--- src/rtl/ltc2344_pkg.sv ---
// Shared types and constants for the LTC2344 sample scheduler.
// Holds the scheduler FSM encoding and the 16-bit saturating counter helper.
package ltc2344_pkg;

   localparam int SOFTSPAN_W = 12;
   localparam int NCH        = 4;
   localparam int MIN_PERIOD = 64;

   typedef enum logic [2:0] {
      ST_IDLE      = 3'd0,
      ST_WAIT_TICK = 3'd1,
      ST_TRIGGER   = 3'd2,
      ST_CONVERT   = 3'd3,
      ST_CAPTURE   = 3'd4
   } sched_state_e;

   function automatic logic [15:0] sat_inc16(input logic [15:0] value);
      return (value == 16'hFFFF) ? value : value + 16'd1;
   endfunction

endpackage

--- src/rtl/ltc2344_period_timer.sv ---
// Free-running sample-period counter; emits a one-cycle tick at each wrap.
// Periods below MIN_PERIOD are clamped so the ADC always has time to convert.
module ltc2344_period_timer
   import ltc2344_pkg::*;
#(
   parameter int CNT_W = 32
) (
   input  logic             serialClock,
   input  logic             reset,
   input  logic             enable,
   input  logic [CNT_W-1:0] period,
   output logic             tick
);

   logic [CNT_W-1:0] cnt_reg;
   logic [CNT_W-1:0] wrap_val;

   assign wrap_val = (period < CNT_W'(MIN_PERIOD)) ? CNT_W'(MIN_PERIOD - 1)
                                                   : period - CNT_W'(1);

   // >= keeps the counter from running away if period shrinks below the count
   assign tick = enable && (cnt_reg >= wrap_val);

   always_ff @(posedge serialClock or posedge reset) begin
      if (reset) begin
         cnt_reg <= '0;
      end else if (!enable || tick) begin
         cnt_reg <= '0;
      end else begin
         cnt_reg <= cnt_reg + CNT_W'(1);
      end
   end

endmodule

--- src/rtl/ltc2344_sample_scheduler.sv ---
// Periodic trigger/capture sequencer for the LTC2344 read controller.
// Define OVERSAMPLE_AVG_EN to average 2^AVG_LOG2 captures per emitted sample.
module ltc2344_sample_scheduler
   import ltc2344_pkg::*;
#(
   parameter int CNT_W    = 32,
   parameter int DATA_W   = 16,
   parameter int TIMEOUT  = 4096,
   parameter int AVG_LOG2 = 2
) (
   input  logic                  serialClock,
   input  logic                  reset,
   input  logic                  enable,
   input  logic                  single_shot,
   input  logic [CNT_W-1:0]      period,
   input  logic [SOFTSPAN_W-1:0] softspan_cfg,
   output logic                  adc_trig,
   output logic [SOFTSPAN_W-1:0] adc_softspan,
   input  logic                  adc_busy,
   input  logic                  adc_data_rdy,
   input  logic [DATA_W-1:0]     adc_data0,
   input  logic [DATA_W-1:0]     adc_data1,
   input  logic [DATA_W-1:0]     adc_data2,
   input  logic [DATA_W-1:0]     adc_data3,
   output logic [DATA_W-1:0]     sample0,
   output logic [DATA_W-1:0]     sample1,
   output logic [DATA_W-1:0]     sample2,
   output logic [DATA_W-1:0]     sample3,
   output logic                  sample_valid,
   input  logic                  sample_ready,
   output logic [15:0]           overrun_cnt,
   output logic [15:0]           timeout_cnt,
   output logic                  overflow
);

   localparam int TO_W = $clog2(TIMEOUT + 1);

   sched_state_e      state_reg, state_next;
   logic              tick;
   logic              abort;
   logic              trig_entry;
   logic              timeout_hit;
   logic              data_rdy_prev_reg;
   logic              data_rdy_rise;
   logic              capture;
   logic              emit;
   logic [TO_W-1:0]   to_cnt_reg;
   logic [DATA_W-1:0] adc_data   [NCH];
   logic [DATA_W-1:0] sample_reg [NCH];

   assign adc_data[0] = adc_data0;
   assign adc_data[1] = adc_data1;
   assign adc_data[2] = adc_data2;
   assign adc_data[3] = adc_data3;
   assign sample0     = sample_reg[0];
   assign sample1     = sample_reg[1];
   assign sample2     = sample_reg[2];
   assign sample3     = sample_reg[3];

   ltc2344_period_timer #(
      .CNT_W (CNT_W)
   ) u_period_timer (
      .serialClock (serialClock),
      .reset       (reset),
      .enable      (enable),
      .period      (period),
      .tick        (tick)
   );

   assign timeout_hit   = (to_cnt_reg == TO_W'(TIMEOUT - 1));
   assign data_rdy_rise = adc_data_rdy && !data_rdy_prev_reg;
   assign capture       = (state_reg == ST_CAPTURE);
   assign trig_entry    = (state_next == ST_TRIGGER) && (state_reg != ST_TRIGGER);

   always_comb begin
      state_next = state_reg;
      abort      = 1'b0;
      case (state_reg)
         ST_IDLE: begin
            if (enable)           state_next = ST_WAIT_TICK;
            else if (single_shot) state_next = ST_TRIGGER;
         end
         ST_WAIT_TICK: begin
            if (!enable)   state_next = ST_IDLE;
            else if (tick) state_next = ST_TRIGGER;
         end
         ST_TRIGGER: begin
            if (adc_busy)         state_next = ST_CONVERT;
            else if (timeout_hit) abort = 1'b1;
         end
         ST_CONVERT: begin
            if (data_rdy_rise)    state_next = ST_CAPTURE;
            else if (timeout_hit) abort = 1'b1;
         end
         ST_CAPTURE: state_next = enable ? ST_WAIT_TICK : ST_IDLE;
         default:    state_next = ST_IDLE;
      endcase
      if (abort) state_next = enable ? ST_WAIT_TICK : ST_IDLE;
   end

   always_ff @(posedge serialClock or posedge reset) begin
      if (reset) begin
         state_reg         <= ST_IDLE;
         adc_trig          <= 1'b0;
         adc_softspan      <= '0;
         to_cnt_reg        <= '0;
         data_rdy_prev_reg <= 1'b0;
         overrun_cnt       <= '0;
         timeout_cnt       <= '0;
      end else begin
         state_reg         <= state_next;
         data_rdy_prev_reg <= adc_data_rdy;
         // The timeout window spans both TRIGGER and CONVERT, measured from trigger entry
         if (trig_entry) begin
            adc_trig     <= 1'b1;
            adc_softspan <= softspan_cfg;
            to_cnt_reg   <= '0;
         end else begin
            if (state_next != ST_TRIGGER) adc_trig <= 1'b0;
            if (state_reg == ST_TRIGGER || state_reg == ST_CONVERT)
               to_cnt_reg <= to_cnt_reg + TO_W'(1);
         end
         if (tick && state_reg != ST_WAIT_TICK) overrun_cnt <= sat_inc16(overrun_cnt);
         if (abort) timeout_cnt <= sat_inc16(timeout_cnt);
      end
   end

`ifdef OVERSAMPLE_AVG_EN
   localparam int ACC_W = DATA_W + AVG_LOG2;

   logic [AVG_LOG2-1:0] grp_cnt_reg;
   logic                enable_prev_reg;
   logic                acc_clear;

   assign emit      = capture && (grp_cnt_reg == '1);
   assign acc_clear = abort || (enable_prev_reg && !enable);

   always_ff @(posedge serialClock or posedge reset) begin
      if (reset) begin
         grp_cnt_reg     <= '0;
         enable_prev_reg <= 1'b0;
      end else begin
         enable_prev_reg <= enable;
         if (emit || acc_clear) grp_cnt_reg <= '0;
         else if (capture)      grp_cnt_reg <= grp_cnt_reg + AVG_LOG2'(1);
      end
   end

   generate
      for (genvar gi = 0; gi < NCH; gi++) begin : g_ch
         logic [ACC_W-1:0] acc_reg;
         logic [ACC_W-1:0] acc_sum;

         assign acc_sum = acc_reg + ACC_W'(adc_data[gi]);

         always_ff @(posedge serialClock or posedge reset) begin
            if (reset) begin
               acc_reg        <= '0;
               sample_reg[gi] <= '0;
            end else begin
               if (emit || acc_clear) acc_reg <= '0;
               else if (capture)      acc_reg <= acc_sum;
               if (emit) sample_reg[gi] <= DATA_W'(acc_sum >> AVG_LOG2);
            end
         end
      end
   endgenerate
`else
   assign emit = capture;

   generate
      for (genvar gi = 0; gi < NCH; gi++) begin : g_ch
         always_ff @(posedge serialClock or posedge reset) begin
            if (reset)        sample_reg[gi] <= '0;
            else if (capture) sample_reg[gi] <= adc_data[gi];
         end
      end
   endgenerate
`endif

   // A new result always lands; an unread one being replaced is flagged
   always_ff @(posedge serialClock or posedge reset) begin
      if (reset) begin
         sample_valid <= 1'b0;
         overflow     <= 1'b0;
      end else if (emit) begin
         sample_valid <= 1'b1;
         if (sample_valid && !sample_ready) overflow <= 1'b1;
      end else if (sample_valid && sample_ready) begin
         sample_valid <= 1'b0;
      end
   end

endmodule
--- config.mk ---
export PLATFORM = sky130hd
export DESIGN_NAME = ltc2344_sample_scheduler
export DESIGN_NICKNAME = d
export VERILOG_FILES = /design/src/rtl/ltc2344_pkg.sv /design/src/rtl/ltc2344_period_timer.sv /design/src/rtl/ltc2344_sample_scheduler.sv
export SDC_FILE = /design/constraint.sdc
export NUM_CORES = 1
export LEC_CHECK = 0
export BUFFER_PORTS_ARGS = -buffer_cell sky130_fd_sc_hd__buf_2
export CORE_MARGIN = 2
export CORE_UTILIZATION = 38
export CTS_CLUSTER_DIAMETER = 80
export DETAILED_ROUTE_END_ITERATION = 8
export PLACE_DENSITY = 0.67
export SLEW_MARGIN = 20
export SYNTH_ARGS = -nofsm -noshare
export SYNTH_HDL_FRONTEND = slang
export SYNTH_SLANG_ARGS = --single-unit
--- constraint.sdc ---
create_clock -name serialClock -period 14.5 [get_ports serialClock]
set_input_delay 1.45 -clock serialClock [delete_from_list [all_inputs] [get_ports serialClock]]
set_output_delay 1.45 -clock serialClock [all_outputs]
set_load 0.005 [all_outputs]
**Yosys cells after proc, flatten, opt, wreduce, memory -nomap -nowiden**

Cells that the tools add are included.

- Add/subtract/negate cells: 5
- Magnitude comparators: 2
- Equal/unequal tests: 11
- Muxes and demuxes: 21
- Bitwise gates (word level): 2
- Reductions and logical operators: 18

Operator list:

| kind | count |
|---|---|
| 32-bit 2-to-1 mux | 2 |
| 16-bit by 1-bit adder with 16-bit output (second input constant) | 2 |
| 32-bit by 1-bit adder with 32-bit output (second input constant) | 1 |
| 16-bit == test (second input constant) | 2 |
| 32-bit greater-or-equal comparator | 1 |
| 32-bit by 7-bit less-than comparator with 1-bit output (second input constant) | 1 |
| 32-bit by 1-bit subtractor with 32-bit output (second input constant) | 1 |
| 13-bit 2-to-1 mux | 2 |
| 3-bit 2-to-1 mux | 7 |
| 3-bit case mux with 5 select lines | 1 |
| 13-bit by 1-bit adder with 13-bit output (second input constant) | 1 |
| 13-bit by 12-bit == test with 1-bit output (second input constant) | 1 |
| 3-bit by 2-bit == test with 1-bit output (second input constant) | 3 |
| 1-bit 2-to-1 mux | 8 |
| 1-bit logical AND | 6 |
| 3-bit by 2-bit != test with 1-bit output (second input constant) | 2 |
| 2-bit AND reduction | 3 |
| 2-bit nonzero test | 3 |
| 3-bit by 1-bit == test with 1-bit output (second input constant) | 1 |
| 3-bit == test (second input constant) | 1 |
| 1-bit zero test | 3 |
| 3-bit zero test | 1 |
| 3-bit by 1-bit != test with 1-bit output (second input constant) | 1 |
| 1-bit logical OR | 2 |
| 2 further kinds | 3 |

- Register bits: 160
- Input bits: 115
- Output and inout bits: 111
- Logic and storage cells: 73

**Longest topological paths before layout**

Gate-level depths: netlist of run 1.

- Word-level depth: 11
- Gate-level depth with buffers: 18
- Depth with buffers taken out: 16

**Modules after synthesis**

A second synthesis of run 1 with hierarchy kept.

- Cells, all modules: 788
- Area, all modules: 8389.3 µm²

By module, submodules not included:

| module | times used | cells an instance | area an instance (µm²) |
|---|---|---|---|
| ltc2344_sample_scheduler | 1 | 426 | 5445.2 |
| ltc2344_period_timer | 1 | 362 | 2944.1 |

**Least setup slack after synthesis of run 1**

OpenSTA, ideal clock, no wires.

- Kind: input -> register
- From: in period[9]
- To: reg adc_softspan[0]
- Arrival: 5.584 ns
- Slack: 8.792 ns
- Stages: 16
- Path buffers: 3
- Cell sequence: or4_4 -> or4_4 -> buf_6 -> nand3b_4 -> or3_1 -> buf_6 -> and3_1 -> ha_1 -> nand4_1 -> or3_1 -> or3_1 -> a31oi_2 -> o2111ai_2 -> a211oi_4 -> buf_6 -> mux2_2

- Longest elaborated chain between the ends: 10
- Elaborated cells on any way between the ends: 11

Ends and longest elaborated chain:

| what | RTL line | RTL |
|---|---|---|
| start, declared | ltc2344_sample_scheduler.sv:15 | `input logic [CNT_W-1:0] period,` |
| 32-bit by 1-bit subtractor with 32-bit output / 32-bit by 7-bit less-than comparator with 1-bit output (equally long branches) | ltc2344_period_timer.sv:19, ltc2344_period_timer.sv:18 |  |
| 32-bit 2-to-1 mux * | ltc2344_period_timer.sv:18 | `assign wrap_val = (period < CNT_W'(MIN_PERIOD)) ? CNT_W'(MIN_PERIOD - 1)` |
| 32-bit greater-or-equal comparator * | ltc2344_period_timer.sv:22 | `assign tick = enable && (cnt_reg >= wrap_val);` |
| 1-bit logical AND * | ltc2344_period_timer.sv:22 |  |
| 3-bit 2-to-1 mux * | ltc2344_sample_scheduler.sv:85 | `else if (tick) state_next = ST_TRIGGER;` |
| 3-bit 2-to-1 mux * | ltc2344_sample_scheduler.sv:84 | `if (!enable) state_next = ST_IDLE;` |
| 3-bit case mux with 5 select lines * | ltc2344_sample_scheduler.sv:78 | `case (state_reg)` |
| 3-bit 2-to-1 mux * | ltc2344_sample_scheduler.sv:98 | `if (abort) state_next = enable ? ST_WAIT_TICK : ST_IDLE;` |
| 3-bit by 2-bit == test with 1-bit output * | ltc2344_sample_scheduler.sv:73 | `assign trig_entry = (state_next == ST_TRIGGER) && (state_reg != ST_TRIGGER);` |
| 1-bit logical AND * | ltc2344_sample_scheduler.sv:73 |  |
| end signal, assigned | ltc2344_sample_scheduler.sv:116 | `adc_softspan <= softspan_cfg;` |
| end, declared | ltc2344_sample_scheduler.sv:18 | `output logic [SOFTSPAN_W-1:0] adc_softspan,` |

Mark *: on every way between the ends. The rest lies on a longest branch, timed or not.
A chain may end at the register's enable or synchronous reset.

**Final worst setup path of run 1**

- From: in period[9]
- To: reg adc_softspan[2]

The elaborated chain is that of the path after synthesis.

==> results of run 1 <==
## cell type report
| cell class | instances | area, sq um | area share |
|---|---|---|---|
| clock buffer | 18 | 439.2 | 0.04342 |
| tap | 275 | 344.1 | 0.03402 |
| timing repair buffer | 228 | 1152 | 0.1139 |
| inverter | 15 | 61.31 | 0.006061 |
| multi-input combinational | 547 | 3948 | 0.3903 |
| clock inverter | 14 | 166.4 | 0.01645 |
| sequential | 160 | 4004 | 0.3958 |
## report_power, final
group / internal, mW / total [mW] / switching (mW) / leakage [nW]
Sequential: 0.548 / 0.604 / 0.0567 / 2.11
Clock: 0.264 / 0.461 / 0.197 / 0.294
Combinational: 0.180 / 0.320 / 0.141 / 2.75
## logic make-up (layout without fill, tap and decap cells)
kind of cell / Yosys count / count (layout) / share of synthesized area
xor+xnor: 96 / 96 / 0.1043
compound gates: 39 / 39 / 0.03415
fa+ha+maj: 37 / 37 / 0.05692
simple gates: 297 / 297 / 0.1820
buf+inv: 36 / 275 / 0.02246
flops: 160 / 160 / 0.4923
mux: 78 / 78 / 0.1078
## cell usage in the layout (no fill, tap or decap), drive strengths merged, types with 2 or more instances in the layout
cell,n
o21ai,10
a31oi,2
a21oi,9
o31ai,2
or3,6
xor2,58
nand3b,2
or2,5
nor3,30
nor2,71
xnor2,38
dfrtp,160
mux2,77
and2,2
clkbuf,18
nor2b,2
clkinvlp,2
or4,5
a221oi,2
a211oi,4
ha,37
nand4,19
buf,228
bufinv,2
and4,6
nand2,81
nand3,32
and3,18
nor4,13
nor3b,3
inv,23
clkinv,2
## synth_stat cells (2+ instances only)
cell        n  area share
dfrtp_1   160        0.49
nor2b_1     2      0.0015
o31ai_1     2      0.0018
or4_1       2      0.0018
and2_1      2      0.0015
clkbuf_1   14      0.0065
a211oi_1    3      0.0028
buf_8       2      0.0037
nor2_1     71       0.033
ha_1       37       0.057
buf_2       2      0.0012
nand3_1    32       0.020
or4_4       3      0.0042
nor3_1     29       0.018
xor2_1     58       0.062
xnor2_1    37       0.040
o21ai_0     9      0.0055
and4_1      6      0.0065
mux2_2     77        0.11
a21oi_1     9      0.0055
nor3b_1     3      0.0028
nand4_1    19       0.015
or3_1       6      0.0046
inv_1      15      0.0069
or2_2       3      0.0023
nand2_1    81       0.037
buf_6       3      0.0042
nor4_1     12      0.0092
and3_1     18       0.014
a221oi_1    2      0.0022
or2_1       2      0.0015
## final timing paths
kind | to | slack, ns | cells after the start
max | adc_softspan[2]$_DFFE_PP0P_ | 8.13 | 14
min | overflow$_DFFE_PP0P_ | 0.48 | 1
max reg2reg | adc_softspan[2]$_DFFE_PP0P_ | 10.99 | 8
min reg2reg | overflow$_DFFE_PP0P_ | 0.48 | 1
max in group asynchronous | u_period_timer.cnt_reg[26]$_DFF_PP0_ | 12.19 | 3
min in group asynchronous | sample0[6]$_DFFE_PP0P_ | 1.11 | 2
## critical path: stages
cell       delay, ns
buf_2           0.11
or4_4           0.55
or4_4           0.49
nand3b_4        0.18
or3_1           0.71
and3_1          0.29
ha_1            0.29
nand4_1         0.08
or3_1           0.33
or3_1           0.36
a31oi_2         0.25
o2111ai_2       0.21
a211oi_4        0.95
mux2_2          0.42
## metal layers
metal	GRT usage	wire length, microns	up-vias
met5	0	11	-
met4	0.05000	225	2
met3	0.05667	1254	17
met2	0.2584	8282	177
met1	0.1998	8012	2932
li1	-	-	3055
## per-stage QoR
stage                 util  total power, mW  std cells  instance area, sq um  setup WS [ns]
floorplan                -           0.7902        743                  8133          8.730
global placement    0.4522           0.9267       1225                  9505          7.760
detailed placement  0.4522           0.9366       1225                  9505          7.678
CTS                 0.4810            1.406       1257                 10110          8.167
global route        0.4812            1.464       1257                 10110          7.912
finish              0.4812            1.386       1257                 10110          8.130
==> results.yml, run 1 <==
placed_design:
  dpl.hpwl_mm: 13.05
  io_buffers: 225
  gp_congestion: 0.8055
synthesis:
  yosys_most_used_dff: "dfrtp_1"
  yosys_warnings: 0
  synth-edff-count: 0
  ys_seq_area_frac: 0.4923
  avgSynthCellArea_sq_um: 10.95
  synth_cell_types: 53
  synth_seq_cells: 160
  synth_fp_nets: 895
  netlist_area_sq_mm: 0.008133
  syn_inst: 743
  async_flop_share: 1.000
finish:
  largest_reg_flops: 32
  fillers: 1945
  nets: 1121
  drive_above_1_share: 0.3605
  insertedDiodeCount: 0
  syn2layout_area_growth_pct: 24.37
timing:
  finalHoldViolCount: 0
  slew_headroom: 0.2786
  hold_ws_ns: 0.4808
  fin_skew_ns: 0.01455
  setup_violations: 0
  rsz0062_at_grt: "no"
  fmax_mhz: 157.0
  fin_setup_tns_ns: 0
  fin_crit_sh: 0.4393
  slew_viol_final: 0
  worst_pin_slew_ns: 1.079
  period_minus_slack_ns: 6.370
floorplanning:
  die-area_sq_mm: 0.02259
  num_io_pins: 226
  start_util: 0.3869
  num_rows: 53
  die_w_microns: 150.3
  coreArea_sq_mm: 0.02102
  dieHeight_microns: 150.3
drt:
  vias: 6183
  drtPass1Iterations: 4
  drt-total-wl_mm: 17.79
  drt_iter0_drc: 175
  drc: 0
  antenna_left: 0
  viasPerCell: 4.919
  avgRoutedWirePerCell_microns: 14.15
global_routing:
  grt_use_total: 0.1596
  antenna_found_initial: 1
  grt_pass1_wl_mm: 28.75
  grt_start_max_net_pins: 83
  gr-total-overflow: 0
  grt_pass1_vias: 6068
clock_network:
  clock_latency_ns: 0.43
  clkTransAtPathRegs_ns: 0.07
  h-tree-depth: 4
  cts_made_buffers: 17
  cts_buffer_depth: 2
  cts_resized: 0
  cts_root_buf: "clkbuf_16"
  hold_buffers: 0
  cts_sinks: 160
  tritoncts: "yes"
  cts_setup_buffers: 0
hold_path:
  worstHoldPathType: "flop to flop"
  min-delay-start: "overflow$_DFFE_PP0P_"
setup_path:
  path_class: "input port to flop"
  cp-end-kind: "flop"
  cp-start-kind: "input port"
  startpoint: "period[9]"
  worstPathMaxFanout: 27
  r2r-start: "u_period_timer.cnt_reg[5]$_DFF_PP0_"
  crit_arrival_ns: 6.68
  critPathRequiredTime_ns: 14.81
flow_run:
  drv_cap: 0
power_and_ir_drop:
  p_leak_nw: 5.160
  vdd_ir_drop_max_uv: 87.93
  powerDensity_mw_per_mm2: 137.0
run_status:
  status: "completed"
Power figures use the tool's default switching activity.
==> run 2: changes to the inputs <==
- clock period: 14.5 -> 6.55 ns (I/O delays scaled with it)
==> run 2 against run 1 <==
Effect of this change:
- sequential cell count did not move
- highest routed layer unchanged
- sequential power increased by 120%
- design area barely moved
- register-to-register slack worse by 7.7 ns
- worst setup slack got worse by 6.7 ns
- largest cell class unchanged
==> results.yml, run 2 (synthesis gave the netlist of run 1 again) <==
floorplanning:
  num_io_pins: 226
  dieHeight_microns: 150.3
  die-area_sq_mm: 0.02259
  start_util: 0.3869
  die_w_microns: 150.3
  coreArea_sq_mm: 0.02102
  num_rows: 53
finish:
  stdcell_area_sq_mm: 0.01012
  largest_reg_flops: 32
  layout_commonest_cell: "buf_2"
  syn2layout_area_growth_pct: 24.46
  mostFrequentLayoutCells: "buf_2 (225), dfrtp_1 (160), nand2_1 (81)"
  nets: 1124
  insertedDiodeCount: 0
  drive_above_1_share: 0.3624
setup_path:
  crit_top_cell: "or3_1"
  critPathRequiredTime_ns: 6.85
  cpPeakStageDelay_ns: 0.68
  cp-start-kind: "input port"
  crit_slowest_cell: "a211oi_4"
  cp-end-kind: "flop"
  path_class: "input port to flop"
  worstPathMaxFanout: 15
  crit_arrival_ns: 5.44
  path_cells: "buf_2 > or4_4 > or4_4 > nand3b_4 > or3_1 > and3_1 > ha_1 > nand4_1 > or3_1 > or3_1 > a31oi_2 > o2111ai_2 > a211oi_4 > buf_4 > o21ai_0"
clock_network:
  cts_root_buf: "clkbuf_16"
  cts_sinks: 160
  hold_buffers: 0
  cts_setup_buffers: 0
  cts_made_buffers: 17
  tritoncts: "yes"
  clkTransAtPathRegs_ns: 0.07
  cts_buffer_depth: 2
  clock_latency_ns: 0.43
  h-tree-depth: 4
  cts_resized: 0
placed_design:
  dpl.hpwl_mm: 13.29
  gp_congestion: 0.8116
  dpl_cell_area_sq_mm: 0.009528
  io_buffers: 225
run_status:
  status: "completed"
timing:
  fmax_mhz: 194.9
  fin_crit_sh: 0.7834
  setup_violations: 0
  finalHoldViolCount: 0
  slew_viol_final: 0
  worst_pin_slew_ns: 0.8885
  rsz0062_at_grt: "no"
  slew_headroom: 0.4077
  period_minus_slack_ns: 5.132
  fin_skew_ns: 0.01213
  fin_setup_tns_ns: 0
global_routing:
  antenna_found_initial: 1
  gr-total-overflow: 0
  grt_use_total: 0.1655
  grt_start_max_net_pins: 100
  grt_pass1_wl_mm: 29.97
  grt_pass1_vias: 6193
drt:
  vias: 6162
  avgRoutedWirePerCell_microns: 14.25
  drtPass1Iterations: 4
  viasPerCell: 4.890
  antenna_left: 0
  drt-total-wl_mm: 17.96
  drc: 0
  drt_iter0_drc: 185
power_and_ir_drop:
  combinationalPowerShare: 0.237
  swShare: 0.2999
  powerDensity_mw_per_mm2: 299.9
  p_int_mw: 2.125
  power_mw: 3.035
  clock_power_share: 0.322
  p_sw_mw: 0.9103
  vdd_ir_drop_max_uv: 199.0
  p_seq_frac: 0.442
  p_leak_nw: 5.162
hold_path:
  worstHoldPathType: "input port to flop"
flow_run:
  drv_cap: 0
[run 2: stage by stage]
stage	worst slack [ns]	cells	hold WS (ns)	util
floorplan	1.575	743	0.4663	-
global placement	1.005	1228	0.4555	0.4532
detailed placement	0.9054	1228	0.4641	0.4532
CTS	1.364	1260	0.3311	0.4815
global route	1.081	1260	0.3347	0.4815
finish	1.418	1260	0.3500	0.4815
[run 2: path summary, 6_finish.rpt]
| path | startpoint | to | slack, ns | cells past startpoint |
|---|---|---|---|---|
| max in group asynchronous | reset | u_period_timer.cnt_reg[30]$_DFF_PP0_ | 4.80 | 3 |
| worst min-delay path | adc_data_rdy | data_rdy_prev_reg$_DFF_PP0_ | 0.35 | 1 |
| worst min register to register | overflow$_DFFE_PP0P_ | overflow$_DFFE_PP0P_ | 0.48 | 1 |
| min in group asynchronous | reset | sample0[5]$_DFFE_PP0P_ | 0.38 | 2 |
| worst max-delay path | period[9] | to_cnt_reg[11]$_DFFE_PP0P_ | 1.42 | 15 |
| worst max register to register | u_period_timer.cnt_reg[5]$_DFF_PP0_ | to_cnt_reg[11]$_DFFE_PP0P_ | 3.30 | 9 |
[run 2: final cells by class]
class | instances | area [sq um]
flip-flops and latches | 160 | 4004
fillers | 1945 | 10900
well taps | 275 | 344.1
multi-input cells | 547 | 3948
clock inverters | 15 | 168.9
clock buffers | 17 | 425.4
inverters | 15 | 61.31
repair buffers | 231 | 1171
[run 2: critical path, delay by kind of cell]
| family | cells | cell delay [ns] |
|---|---|---|
| AOI/OAI and AO/OA | 4 | 1.22 |
| buffers and inverters | 2 | 0.41 |
| and+or+nand+nor | 8 | 2.83 |
| adders and majority gates | 1 | 0.30 |
[run 2: routing by layer]
metal,vias up,global-route usage,wire (microns)
li1,3067,-,-
met1,2877,0.2156,8152
met2,193,0.2566,8133
met3,23,0.05455,1309
met4,2,0.06132,352
met5,-,0,10
[run 2: power by group through the flow]
stage	Clock, mW	Sequential, mW	Combinational (mW)
after floorplan	0	1.36	0.387
after global placement	0	1.34	0.717
after detailed placement	0	1.35	0.733
after CTS	1.00	1.34	0.734
after global routing	1.04	1.37	0.796
final	0.977	1.34	0.718
